[src/rtl/ex_operand_stage.sv]
// ex_operand_stage: ID/EX pipeline register feeding the ALU.
// Captures decoded fields each cycle, supports stall (hold) and flush
// (bubble), and forwards EX/MEM and MEM/WB results into A, B and the
// store-data path.
// Optional build macro: ILLEGAL_OP_TRAP_EN traps unknown ALU codes.
//
// Flow control: the stage has no ready output. Upstream must keep
// presenting the same ID fields while stall is high; flush overrides
// stall and drops the occupant; ex_valid marks a real instruction.
module ex_operand_stage #(
    parameter logic [3:0] BUBBLE_ALU_CTRL = 4'b0010
) (
    input  logic        clk,
    input  logic        reset,
    input  logic        stall,
    input  logic        flush,
    input  logic        id_valid,
    input  logic [31:0] id_rs_data,
    input  logic [31:0] id_rt_data,
    input  logic [15:0] id_imm16,
    input  logic [4:0]  id_shamt,
    input  logic [14:0] id_regs,
    input  logic [3:0]  id_alu_control,
    input  logic [7:0]  id_ctrl,
    input  logic        exmem_reg_write,
    input  logic [4:0]  exmem_rd,
    input  logic [31:0] exmem_result,
    input  logic        memwb_reg_write,
    input  logic [4:0]  memwb_rd,
    input  logic [31:0] memwb_result,
    output logic        ex_valid,
    output logic [31:0] A,
    output logic [31:0] B,
    output logic [3:0]  ALU_control,
    output logic [31:0] ex_store_data,
    output logic [4:0]  ex_dest,
    output logic [3:0]  ex_ctrl,
    output logic        ex_illegal_op
);

    typedef struct packed {
        logic        valid;
        logic [31:0] rs_data;
        logic [31:0] rt_data;
        logic [15:0] imm16;
        logic [4:0]  shamt;
        logic [4:0]  rs;
        logic [4:0]  rt;
        logic [4:0]  dest;
        logic [3:0]  alu_control;
        logic        alu_src;
        logic        shift_src;
        logic        ext_zero;
        logic [3:0]  ctrl;
`ifdef ILLEGAL_OP_TRAP_EN
        logic        illegal;
`endif
    } stage_t;

    stage_t stage_q;
    stage_t stage_d;
    stage_t bubble_s;
    stage_t load_s;

    logic [31:0] fwd_rs;
    logic [31:0] fwd_rt;
    logic [31:0] ext_imm;

    // Bubble value and the image of the incoming ID instruction.
    always_comb begin
        bubble_s             = '0;
        bubble_s.alu_control = BUBBLE_ALU_CTRL;

        load_s             = '0;
        load_s.valid       = 1'b1;
        load_s.rs_data     = id_rs_data;
        load_s.rt_data     = id_rt_data;
        load_s.imm16       = id_imm16;
        load_s.shamt       = id_shamt;
        load_s.rs          = id_regs[14:10];
        load_s.rt          = id_regs[9:5];
        load_s.dest        = id_ctrl[4] ? id_regs[4:0] : id_regs[9:5];
        load_s.alu_control = id_alu_control;
        load_s.alu_src     = id_ctrl[7];
        load_s.shift_src   = id_ctrl[6];
        load_s.ext_zero    = id_ctrl[5];
        load_s.ctrl        = id_ctrl[3:0];
`ifdef ILLEGAL_OP_TRAP_EN
        // Unknown opcodes travel as a harmless ADD with no side effects.
        if (!(id_alu_control inside {4'b0000, 4'b0001, 4'b0010, 4'b0011,
                                     4'b0100, 4'b0101, 4'b0110, 4'b0111,
                                     4'b1100})) begin
            load_s.ctrl        = 4'b0000;
            load_s.alu_control = BUBBLE_ALU_CTRL;
            load_s.illegal     = 1'b1;
        end
`endif
    end

    // Next-state selection: flush beats stall, stall beats load.
    always_comb begin
        stage_d = stage_q;
        if (flush) begin
            stage_d = bubble_s;
        end else if (stall) begin
            stage_d = stage_q;
        end else if (id_valid) begin
            stage_d = load_s;
        end else begin
            stage_d = bubble_s;
        end
    end

    // Stage register; reset discards any held instruction.
    always_ff @(posedge clk) begin
        if (reset) begin
            stage_q <= bubble_s;
        end else begin
            stage_q <= stage_d;
        end
    end

    // Forwarding from the registered rs/rt; re-evaluated during stall
    // because the producers keep advancing.
    always_comb begin
        if (exmem_reg_write && (exmem_rd == stage_q.rs) && (stage_q.rs != 5'd0)) begin
            fwd_rs = exmem_result;
        end else if (memwb_reg_write && (memwb_rd == stage_q.rs) && (stage_q.rs != 5'd0)) begin
            fwd_rs = memwb_result;
        end else begin
            fwd_rs = stage_q.rs_data;
        end

        if (exmem_reg_write && (exmem_rd == stage_q.rt) && (stage_q.rt != 5'd0)) begin
            fwd_rt = exmem_result;
        end else if (memwb_reg_write && (memwb_rd == stage_q.rt) && (stage_q.rt != 5'd0)) begin
            fwd_rt = memwb_result;
        end else begin
            fwd_rt = stage_q.rt_data;
        end
    end

    // Operand selection feeding the ALU and the store path.
    always_comb begin
        ext_imm       = stage_q.ext_zero ? {16'h0000, stage_q.imm16}
                                         : {{16{stage_q.imm16[15]}}, stage_q.imm16};
        A             = stage_q.shift_src ? {27'b0, stage_q.shamt} : fwd_rs;
        B             = stage_q.alu_src ? ext_imm : fwd_rt;
        ex_store_data = fwd_rt;
        ex_valid      = stage_q.valid;
        ALU_control   = stage_q.alu_control;
        ex_dest       = stage_q.dest;
        ex_ctrl       = stage_q.ctrl;
`ifdef ILLEGAL_OP_TRAP_EN
        ex_illegal_op = stage_q.illegal;
`else
        ex_illegal_op = 1'b0;
`endif
    end

endmodule

[config.mk]
export PLATFORM = sky130hd
export DESIGN_NAME = ex_operand_stage
export DESIGN_NICKNAME = d
export VERILOG_FILES = /design/src/rtl/ex_operand_stage.sv
export SDC_FILE = /design/constraint.sdc
export NUM_CORES = 1
export LEC_CHECK = 0
export ABC_AREA = 1
export ABC_CLOCK_PERIOD_IN_PS = 3460
export CAP_MARGIN = 5
export CORE_MARGIN = 5
export CORE_UTILIZATION = 46
export DETAILED_ROUTE_END_ITERATION = 6
export PLACE_DENSITY = 0.87
export SLEW_MARGIN = 10
export SYNTH_ARGS = -nofsm -noshare
export SYNTH_HDL_FRONTEND = slang
export SYNTH_SLANG_ARGS = --single-unit
[constraint.sdc]
create_clock -name clk -period 3.46 [get_ports clk]
set_input_delay 0.692 -clock clk [delete_from_list [all_inputs] [get_ports clk]]
set_output_delay 0.692 -clock clk [all_outputs]
set_load 0.02 [all_outputs]
Yosys cells after proc, flatten, opt, wreduce, memory -nomap -nowiden:

Cells that the tools add are included.

* output and inout port bits: 111
* input bits: 193
* word-level logic and storage cells: 37
* bits in registers: 112

* eq/ne operators: 4
* mux-type cells: 9
* reduce and logical (&&, ||, !) cells: 11

Operators by type and width (number)
* $mux W32: 7
* $mux W112: 1
* $eq A5 B5 Y1: 4
* $reduce_bool A5 Y1: 2
* $logic_and A1 B1 Y1: 8
* $mux W5: 1
* $reduce_or A2 Y1: 1

Logic depth before layout (Yosys ltp):

* depth in word-level cells: 6
* depth in mapped cells: 12

Worst setup path before layout:

Ideal clock, no wire load.

* path kind: input to output
* from: input exmem_rd[3]
* to: output A[23]
* data arrival time: 1692 ps
* setup slack: 1076 ps
* path buffers: 2
* cell stages on the path: 10
* path through: inv_1 > a21oi_1 > nand2_1 > nor2_4 > nand2_4 > buf_6 > buf_6 > nand3_2 > nand2_1 > inv_1

* word-level cells in the longest chain between the ends: 5

Ends and longest elaborated chain
* start: declaration: line 26 `input logic [4:0] exmem_rd,`
* $eq A5 B5 Y1: line 126 `if (exmem_reg_write && (exmem_rd == stage_q.rs) && (stage_q.rs != 5'd0)) begin`
* $logic_and A1 B1 Y1 (2 in series): line 126
* $mux W32: line 126
* $mux W32: line 147 `A = stage_q.shift_src ? {27'b0, stage_q.shamt} : fwd_rs;`
* end: declaration: line 32 `output logic [31:0] A,`

No other way between the ends.

Final worst setup path:

* from: input exmem_rd[2]
* to: output A[7]

The elaborated chain is that of the path after synthesis.

==> results.md <==
- The count of pins on the block boundary is 304.
- Setup violations remaining at the end of the flow were counted as 0.
- For the final database, setup skew stands at 0 ps.
- The share of synthesized flip-flops with an asynchronous set or reset is 0%.
- The class of the tightest hold or removal check is flip-flop to flip-flop.
- The number of pins with negative max-slew slack in the final report came to 0.
- The run finished with clean final reports.
- The wire length of the first global-routing pass is 42170 µm.
- The cell-internal power is 0.002198 W.
- Detailed placement finished with a half-perimeter wire length of 19320 µm.
- Sequential cells burn 44.7% of the power.
- The starting density of the core is 47.38%.
- For the pin with the worst max-slew slack, the measured transition is 1181 ps.
- Sequential cells were found to cover 32.32% of the synthesized design area.
- Compared with the post-synthesis result, the final layout area differs by 48.66%.
- The number of flops mapped to enable cells by yosys is 0.
- The part of the total power dissipated in combinational logic is 19.7%.
- The kind of start point of the critical path is a primary input.
- At the end of the flow, the number of nets in the layout was 1601.
- For this run, the leading register cell type out of synthesis is dfxtp_1.
- Global routing consumed, over all layers together, 29.23% of the routing resources.
- The count of endpoints failing hold in the final timing report was 0.
- The die extent in y is 132.8 µm.
- The minimum clock period is 3348 ps.
- After detailed routing, the average wire length per cell comes to 16.75 µm.
- The synthesized netlist net count is 1346.
- The number of instances in the synthesized netlist is 1153.
- The count of state elements after synthesis is 112.
- The synthesized netlist occupies a cell area of 6938 µm².
- The site row count is 44.
- The critical path startpoint is exmem_rd[2].
- STA puts the critical path data required time at 2770 ps.
- In this run the remaining antenna-violating nets after routing total 0.
- The worst-case IR drop observed on VDD is 0.2479 mV.
- The detailed router finished its first iteration with 690 violations.
- The netlist uses 26 different library cells.
- The end-of-flow core utilization is 70.43%.
- The die covers 17640 µm².
- The cell sitting at the root of the clock tree is a clkbuf_16.
- The Yosys step of the flow raised 0 warnings.
- STA classifies the critical path endpoint as an output pin.
- The analysis attributes to cell leakage a power of 4.973 nW.
- After global routing the overflow that remains totals 0.
- Counting along the longest clock path gives a buffer depth of 2.
- The average via count per standard cell is 5.346.
- The share of total power dissipated in the clock network is 35.6%.
- The filler cell count is 1372.
- The switching part of the total power is 26.12%.
- The accumulated negative setup slack is 0 ps.
- The congestion estimate from routability-driven global placement came to 0.9243.
- In this run the power density over the cells is 288.5 nW/µm².
- The sum of routed wire length over all layers is 26740 µm.
- For this run, design rule violations remaining after detail routing come to 0.
- The clock tree from TritonCTS is done.
- Measured along the x axis, the die boundary spans 132.8 µm.
- The number of antenna cells inserted is 0.
- The critical path is of the primary input to output pin type.
- In this run the tightest slew margin relative to its limit is 21.28%.
- The worst-case setup slack after placement is -150.9 ps.
- Summing over every cut layer, the via total after detailed routing is 8532.
- The period utilization is 96.78%.
- The number of levels in the clock H-tree is 3.
- Entering global routing, the biggest net connects 112 pins.
- The reported net switching power is 0.0007773 W.
- The leading cell type in the layout, fill and taps excluded is nand2_1.
- For the worst-skew pair, the clock arrives at the later sink with an insertion delay of 350 ps.
- The via count of the first global-routing pass is 8250.
- The highest clock frequency the design can meet is 0.2986 GHz.
- The max-cap violation count is 0.
- The maximum fanout along the worst path is 37.
- In this run the tool buffered the top-level ports with 302 buffer cells.
- The floorplan step defined a core boundary enclosing 14640 µm².
- Setup repair after global routing left no endpoint under its margin.
- The initial antenna violation count was 1.
- The first detailed-routing pass took 5 iterations.
- Clock tree synthesis inserted a total of 9 buffers.
- In this run the most critical hold path is launched from ex_dest[2].
- Clock-pin slew was measured on the worst setup and hold paths at 70 ps.
- Setup slack closes at 111.6 ps.
- The average size of a mapped cell is 6.017 µm².
- The number of sinks handled by clock tree synthesis is 112.
- After clock tree synthesis, the flow added hold-fix buffers numbering 0.
- Data arrives at the worst endpoint at 2660 ps.
- The startpoint identified for the worst register-to-register timing path is stage_q[6].
- In the final layout, the share of cells above drive strength 1 is 5.595%.
- The top cell types in the final layout, fill and taps aside, are nand2_1 (446), clkdlybuf4s50_1 (205), nand3_1 (160).
## metal layers
layer | global-route usage, % | vias up | share of wire (%)
met5 | 0 | - | 0.049
li1 | - | 4116 | -
met4 | 12.88 | 2 | 3.5
met2 | 49.94 | 440 | 48
met3 | 7.137 | 78 | 9.4
met1 | 34.77 | 3896 | 39
## flip-flops by register name, indices dropped and copies added, names as in the netlist
signal	flops
ex_valid	1
stage_q	98
ex_ctrl	4
ALU_control	4
ex_dest	5
## cell usage after synthesis, types with 2 or more instances
library cell  number  area share (%)
nand2_1          447              24
nand3_1          160              12
a21oi_1          115             8.3
dfxtp_1          112              32
inv_1            111             6.0
clkbuf_1          34             1.8
and2_1            32             2.9
o21ai_0           26             1.9
buf_2             24             1.7
buf_4             17             1.8
nor2_1            14            0.76
nand3_2           11             1.6
buf_6             10             1.6
inv_2              8            0.43
o21ai_1            7            0.50
buf_1              4            0.22
nor2_2             4            0.36
nor2_4             4            0.65
nand2_4            2            0.32
nand4_1            2            0.18
o211ai_1           2            0.22
or2_1              2            0.18
xnor2_1            2            0.25
## final cells by class
| type | instances | area [µm²] | area share [%] |
|---|---|---|---|
| sequential | 112 | 2242 | 21.74 |
| multi-input combinational | 832 | 3762 | 36.48 |
| tap | 184 | 230.2 | 2.232 |
| clock buffer | 11 | 242.7 | 2.354 |
| clock inverter | 4 | 55.05 | 0.5338 |
| timing repair buffer | 333 | 3328 | 32.27 |
| inverter | 120 | 452.9 | 4.392 |
## logic make-up after synthesis
family / count (synthesis) / synth area share, %
flops: 112 / 32.32
buf+inv: 209 / 13.74
compound gates: 151 / 10.98
simple gates: 678 / 42.65
other cells: 1 / 0.05405
xor+xnor: 2 / 0.2525
## power by group through the flow
stage | Sequential (W) | Clock [W] | Combinational [W]
floorplan | 0.00136 | 0 | 0.000240
global placement | 0.00136 | 0 | 0.000593
detailed placement | 0.00136 | 0 | 0.000598
CTS | 0.00133 | 0.00108 | 0.000583
global route | 0.00133 | 0.00113 | 0.000630
finish | 0.00133 | 0.00106 | 0.000585
## metrics by stage
stage | instances | total power [W] | instance area [µm²] | hold slack (ps)
final | 1596 | 0.002975 | 10310 | 462.9
after global routing | 1596 | 0.003089 | 10310 | 481.8
after CTS | 1596 | 0.002993 | 10300 | 466.3
after detailed placement | 1580 | 0.001958 | 10100 | 455.0
after global placement | 1580 | 0.001952 | 10100 | 446.0
after floorplan | 1153 | 0.001596 | 6938 | 436.4
## critical path: stages
cell and delay, ps:
clkdlybuf4s50_1 520, buf_4 140, xnor2_2 100, nand3_2 110
nor2_4 130, nand2_4 80, buf_12 170, o21ai_0 170
inv_1 70, nand2_1 90, inv_1 40, dlygate4sd2_1 320
## path summary, 6_finish.rpt
kind | to | slack, ps | cells past startpoint
min | ex_dest[2] | 460 | 2
max | A[7] | 110 | 12
min reg2reg | ex_dest[2] | 460 | 2
max reg2reg | stage_q[6] | 2550 | 3
## timing repair
item	CTS	global route
buffers inserted	1	0
setup endpoints to repair	96	12
resized for setup	99	5
Power figures use the tool's default switching activity.
